### config.mk
export PLATFORM = sky130hd
export DESIGN_NAME = instruction_memory_loader
export DESIGN_NICKNAME = d
export VERILOG_FILES = /design/src/rtl/instruction_memory_loader_pkg.sv /design/src/rtl/instruction_memory_loader_word_assembler.sv /design/src/rtl/instruction_memory_loader.sv
export SDC_FILE = /design/constraint.sdc
export NUM_CORES = 1
export LEC_CHECK = 0
export CORE_AREA = 2 2 127 160
export CTS_CLUSTER_DIAMETER = 150
export DETAILED_ROUTE_END_ITERATION = 8
export DIE_AREA = 0 0 129 162
export GPL_TIMING_DRIVEN = 0
export RECOVER_POWER = 25
export REMOVE_ABC_BUFFERS = 1
export SYNTH_ARGS = -nofsm -noshare
export SYNTH_HDL_FRONTEND = slang
export SYNTH_SLANG_ARGS = --single-unit
### constraint.sdc
create_clock -name clk -period 2.9 [get_ports clk]
set_clock_uncertainty 0.2 [all_clocks]
set_input_delay 0.29 -clock clk [delete_from_list [all_inputs] [get_ports clk]]
set_output_delay 0.29 -clock clk [all_outputs]
set_load 0.1 [all_outputs]
### src/rtl/instruction_memory_loader_pkg.sv
// Shared definitions for the instruction memory loader.
// Optional checksum stage is enabled by defining LOADER_CHECKSUM_EN.
package instruction_memory_loader_pkg;

  localparam int unsigned WordBytes  = 4;
  localparam int unsigned InstrWidth = 32;

  typedef enum logic [2:0] {
    StIdle    = 3'd0,
    StCollect = 3'd1,
    StWrite   = 3'd2,
    StCheck   = 3'd3,
    StDone    = 3'd4
  } state_e;

endpackage

### src/rtl/instruction_memory_loader_word_assembler.sv
// Shifts stream bytes (MSB first) into a 32-bit word and flags the byte that completes it.
module instruction_memory_loader_word_assembler
  import instruction_memory_loader_pkg::*;
(
  input  logic                  clk_i,
  input  logic                  rst_ni,
  input  logic                  clear_i,
  input  logic                  byte_valid_i,
  input  logic [7:0]            byte_i,
  output logic [InstrWidth-1:0] word_o,
  output logic                  word_ready_o
);

  localparam int unsigned IdxWidth = $clog2(WordBytes);

  logic [InstrWidth-1:0] shreg_q;
  logic [IdxWidth-1:0]   idx_q;

  // Shift register and byte index; clear only rewinds the index, the word is overwritten anyway
  always_ff @(posedge clk_i) begin
    if (!rst_ni) begin
      shreg_q <= '0;
      idx_q   <= '0;
    end else if (clear_i) begin
      idx_q   <= '0;
    end else if (byte_valid_i) begin
      shreg_q <= {shreg_q[InstrWidth-9:0], byte_i};
      idx_q   <= idx_q + 1'b1;
    end
  end

  // Word completes on the transfer of its last byte
  always_comb begin
    word_o       = shreg_q;
    word_ready_o = byte_valid_i && (idx_q == IdxWidth'(WordBytes - 1));
  end

endmodule

### src/rtl/instruction_memory_loader.sv
// Assembles a host byte stream into instruction words and writes them to instruction memory
// at BaseAddr, +4, +8, ... while holding the CPU in reset.
// Define LOADER_CHECKSUM_EN to require a trailing two's-complement checksum byte.
module instruction_memory_loader
  import instruction_memory_loader_pkg::*;
#(
  parameter int unsigned           AddrWidth = 32,
  parameter logic [AddrWidth-1:0]  BaseAddr  = '0,
  parameter int unsigned           MaxWords  = 32
) (
  input  logic                  clk,
  input  logic                  reset_n,
  input  logic                  start,
  input  logic [7:0]            word_count,
  input  logic                  byte_valid,
  input  logic [7:0]            byte_data,
  output logic                  byte_ready,
  output logic                  mem_we,
  output logic [AddrWidth-1:0]  mem_addr,
  output logic [InstrWidth-1:0] mem_wdata,
  output logic                  busy,
  output logic                  done,
  output logic                  error,
  output logic                  cpu_hold
);

  state_e state_q, state_d;

  logic [AddrWidth-1:0]  addr_q;
  logic [AddrWidth-1:0]  mem_addr_q;
  logic [InstrWidth-1:0] mem_wdata_q;
  logic [7:0]            remaining_q;
  logic                  error_q;

  logic                  xfer;
  logic                  start_ok;
  logic                  start_bad;
  logic                  word_ready;
  logic [InstrWidth-1:0] word;

  assign xfer      = byte_valid && byte_ready;
  assign start_ok  = start && (state_q == StIdle) && (word_count != 8'd0) &&
                     (32'(word_count) <= MaxWords);
  assign start_bad = start && (state_q == StIdle) && !start_ok;

  instruction_memory_loader_word_assembler u_word_assembler (
    .clk_i        (clk),
    .rst_ni       (reset_n),
    .clear_i      (start_ok || (state_q == StWrite)),
    .byte_valid_i (xfer && (state_q == StCollect)),
    .byte_i       (byte_data),
    .word_o       (word),
    .word_ready_o (word_ready)
  );

`ifdef LOADER_CHECKSUM_EN
  logic [7:0] sum_q;
  logic [7:0] sum_chk;
  assign sum_chk = sum_q + byte_data;
`endif

  // State register
  always_ff @(posedge clk) begin
    if (!reset_n) begin
      state_q <= StIdle;
    end else begin
      state_q <= state_d;
    end
  end

  // Next-state logic
  always_comb begin
    state_d = state_q;
    case (state_q)
      StIdle:    if (start_ok) state_d = StCollect;
      StCollect: if (word_ready) state_d = StWrite;
      StWrite: begin
        if (remaining_q == 8'd1) begin
`ifdef LOADER_CHECKSUM_EN
          state_d = StCheck;
`else
          state_d = StDone;
`endif
        end else begin
          state_d = StCollect;
        end
      end
`ifdef LOADER_CHECKSUM_EN
      StCheck:   if (xfer) state_d = StDone;
`endif
      StDone:    state_d = StIdle;
      default:   state_d = StIdle;
    endcase
  end

  // Outputs; address/data show the live word during WRITE and hold the last one otherwise
  always_comb begin
    byte_ready = (state_q == StCollect) || (state_q == StCheck);
    mem_we     = (state_q == StWrite);
    mem_addr   = mem_we ? addr_q : mem_addr_q;
    mem_wdata  = mem_we ? word : mem_wdata_q;
    busy       = (state_q != StIdle);
    done       = (state_q == StDone);
    error      = error_q;
    cpu_hold   = busy;
  end

  // Load bookkeeping: address, word countdown, held write outputs, sticky error
  always_ff @(posedge clk) begin
    if (!reset_n) begin
      addr_q      <= '0;
      remaining_q <= '0;
      mem_addr_q  <= '0;
      mem_wdata_q <= '0;
      error_q     <= 1'b0;
`ifdef LOADER_CHECKSUM_EN
      sum_q       <= '0;
`endif
    end else begin
      if (start_ok) begin
        remaining_q <= word_count;
        addr_q      <= BaseAddr;
        error_q     <= 1'b0;
`ifdef LOADER_CHECKSUM_EN
        sum_q       <= '0;
`endif
      end else if (start_bad) begin
        error_q <= 1'b1;
      end
      if (state_q == StWrite) begin
        addr_q      <= addr_q + AddrWidth'(WordBytes);
        remaining_q <= remaining_q - 8'd1;
        mem_addr_q  <= addr_q;
        mem_wdata_q <= word;
      end
`ifdef LOADER_CHECKSUM_EN
      if ((state_q == StCollect) && xfer) begin
        sum_q <= sum_chk;
      end
      if ((state_q == StCheck) && xfer && (sum_chk != 8'd0)) begin
        error_q <= 1'b1;
      end
`endif
    end
  end

endmodule

==> metrics list <==
* Number of sinks handled by clock tree synthesis: 140
- Pin placement for this block handled 90 I/O pins.
- Worst setup slack after layout: 46.43 ps
- The final layout contains 840 nets.
- VDD sags by at most 0.3529 mV.
* Most numerous cell types in the synthesized netlist: sky130_fd_sc_hd__nand2_1 (272), sky130_fd_sc_hd__dfxtp_1 (140), sky130_fd_sc_hd__a21oi_1 (103)
* Wirelength per Cell: 13.29 µm
- Maximum frequency from static timing analysis: 0.3504 GHz
* Maximum buffer depth of the clock tree: 2
- Clock Latency Late Sink: approximately 420 ps
- Counting tap cells, the placed design contains a total of 1059 instances.
* Antenna violations before repair: 0
- Setup repair after global routing could not meet its margin everywhere.
- P&R area growth vs syn: 29.24%
* Detailed-route via count: about 5100
- Tmin final: between 2000 and 3000 ps
- The worst setup path is launched from a flop.
- Post-synthesis sequential area ratio: 49.10%
* Largest driver fanout on the critical path: 45
* Filler cell count: 2038
- Post-Place Setup Slack: -1173 ps
- Global-route wire length before repair: 23.38 mm
* Post-Layout Inst Area: 0.007377 mm²
- Slew at the pin closest to its max-slew limit: 1175 ps
- Area leader, netlist: sky130_fd_sc_hd__dfxtp_1
* Data arrival time of the critical path: roughly 2400 ps
- Overall routed net length: 14.53 mm
* Share of layout cells above drive strength 1: 13.63%
- The floorplan step defined a die boundary enclosing roughly 0.021 mm².
- At the end of routability-driven placement, the weighted congestion stood at 0.7861.
- Yosys attributes the largest share of cell area to sky130_fd_sc_hd__dfxtp_1 (49%), sky130_fd_sc_hd__nand2_1 (18%), sky130_fd_sc_hd__a21oi_1 (9.0%).
- Detailed-routed wire length on met2: between 6 and 7 mm
- In the synthesized netlist the async set-or-reset flop fraction comes to 0%.
* Status: finished, final reports clean
- Dividing the detail-routed via count by the number of cells gives 4.654.
- The critical path in this run is classified as reg -> out.
- Post-synthesis instance total: 744
- Final Setup Violations: 0
* CTS tree: done
- Once the floorplan was initialized, standard cells occupied 29.53% of the core.
- Global routing finished with a remaining overflow of 0.
- From bottom edge to top edge, the die measures about 160 µm.
* Width of the chip: 129 µm
* Wl on met1: ~6.6 mm
- Number of buffers added on ports: 89
- Hold repair after CTS inserted 0 buffers.
- Leakage: 3.017 nW
- 1st-pass router iterations: 4
- Maxcap violations: 0
- Slew Limit Fails: 0
* Number of rows created at floorplan: 57
* Num CTS Buffers: 17
* Detailed placement HPWL: between 9 and 10 mm
- In the detailed route, the total length drawn on met3 is between 700 and 800 µm.
- Count of flip-flops with a built-in enable after synthesis: 0
* Clk pin slew, worst setup/hold paths: 60 ps
- The worst path uses between 90 and 100% of the clock period.
- The mapped netlist covers 0.005708 mm².
* Share of the synthesized area in the top cell type: 49.10%
- Dominant cell by count in the synthesized netlist: sky130_fd_sc_hd__nand2_1
- The number of failing hold endpoints at the final stage was 0.
- The multi-input combinational cells in the finished layout cover a total of 0.002708 mm².
- Top_reg_cell synth: sky130_fd_sc_hd__dfxtp_1
- The number of global-route vias before repair is 4777.
* Yosys synthesis warning count: 0
- The H-tree was split into 4 levels.
* Root Buffer: sky130_fd_sc_hd__clkbuf_16
- Req. time, crit path: 2410 ps
* Post-placement cell area: between 0.006 and 0.007 mm²
- In the final layout, flip-flops and latches occupy roughly 0.0028 mm².
- Measured against its own limit, the worst slew margin works out to between 20% and 30%.
- Entering global routing, the biggest net connects 61 pins.
- A synthesized cell averages 7.672 µm².
- Final routed DRC violation total: 0
- Highest signal layer in the routed design: met4
- STA classifies the critical path endpoint as an output pin.
- Overall track demand over capacity in global routing: 14.18%
- Hold/Removal Path Class: in -> reg
- Antenna diode count: 0
- Synthesis inferred 140 register bits.
- In this run, the number of DRC markers left after iteration 0 of detailed routing was between 300 and 400.
- Final instance count without filler cells: 1094
- Antenna viol nets, final: 0
- Floorplan core area: around 0.019 mm²
* Count of different cell masters after synthesis: 53
- Power Density: between 500 and 600 mW/mm²
==> layout make-up <==
cell class,count,share of cell area (%)
clock buffers,18,5.818
inverters,7,0.6106
clock inverters,14,2.612
multi-input cells,555,36.70
well taps,265,4.495
repair buffers,95,11.72
flip-flops and latches,140,38.04
==> critical path, stage by stage (launching register included) <==
cell and delay, ps:
sky130_fd_sc_hd__dfxtp_4 400, sky130_fd_sc_hd__or3b_1 420, sky130_fd_sc_hd__buf_12 210, sky130_fd_sc_hd__inv_16 170, sky130_fd_sc_hd__nand2_1 90, sky130_fd_sc_hd__nand2_1 60
sky130_fd_sc_hd__clkdlybuf4s18_2 530
==> state kept, by name, summed over array words and instances (netlist names) <==
| signal | count |
|---|---|
| mem_wdata_q | 32 |
| addr_q | 30 |
| state_q | 3 |
| u_word_assembler.word_o | 32 |
| mem_addr_q | 32 |
| error | 1 |
| remaining_q | 8 |
| u_word_assembler.idx_q | 2 |
==> power by group <==
| part | internal (mW) | switching, mW |
|---|---|---|
| logic | 0.0449 | 0.0908 |
| clock network | 1.44 | 0.858 |
| registers | 1.93 | 0.00442 |
==> final timing paths <==
path	startpoint	to	slack [ps]	depth (start not counted)
worst max register to register	state_q[2]	u_word_assembler.idx_q[0]	110	7
worst max-delay path	state_q[1]	mem_wdata[7]	50	6
worst min register to register	u_word_assembler.word_o[25]	u_word_assembler.word_o[25]	250	2
worst min-delay path	byte_data[5]	u_word_assembler.word_o[5]	220	3
==> routing by layer <==
| layer | vias up | GRT usage (%) |
|---|---|---|
| met2 | 106 | 23.38 |
| met3 | 21 | 4.611 |
| met5 | - | 0 |
| met4 | 0 | 5.682 |
| met1 | 2304 | 17.00 |
| li1 | 2660 | - |
==> layout by cell type, fill, tap and decap left out, drive strengths merged, types with 4 or more instances in the layout <==
cell           synthesis  layout
dlygate4sd2            0       4
xnor2                  6       6
nand4                 14      14
and3                   7       7
buf                   15      64
bufinv                 0       4
inv                    7      10
clkinv                 0       4
clkbuf                28      19
and2                   6       6
o31ai                  7       7
nor4                   9       9
nand3                 23      23
xor2                   7       7
nor3b                  4       4
a21oi                103     103
clkdlybuf4s50          0      21
nand2                272     272
o21ai                 12      12
nor3                  12      12
dfxtp                140     140
ha                     4       4
nor2                  27      27
==> logic make-up after synthesis <==
logic type                 count (synthesis)  synth area share (%)
and+or+nand+nor                          392                 29.97
adders and majority gates                  4                0.8768
DFF                                      140                 49.10
muxes                                      1                0.1754
buffers and inverters                     50                 3.748
xor gates and xnor gates                  13                 1.995
AOI/OAI and AO/OA                        144                 14.14
==> what timing repair did <==
action | CTS | global route
setup buffers | 1 | 0
cloned | 1 | 1
endpoints found under the setup margin | 80 | 63
gates resized for setup | 362 | 12
==> per-stage QoR <==
stage          utilization (%)  TNS, ps  total power [mW]  hold slack, ps
4_1_cts                  38.23        0             4.440           194.0
2_1_floorplan                -  -244720             2.042           207.5
3_5_place_dp             35.33   -71020             2.113           249.7
6_report                 38.17        0             4.368           215.4
3_3_place_gp             34.89  -649320             2.106           243.4
5_1_grt                  38.17    -2342             4.515           212.9
Note: power is estimated with default switching activity, not from simulation.
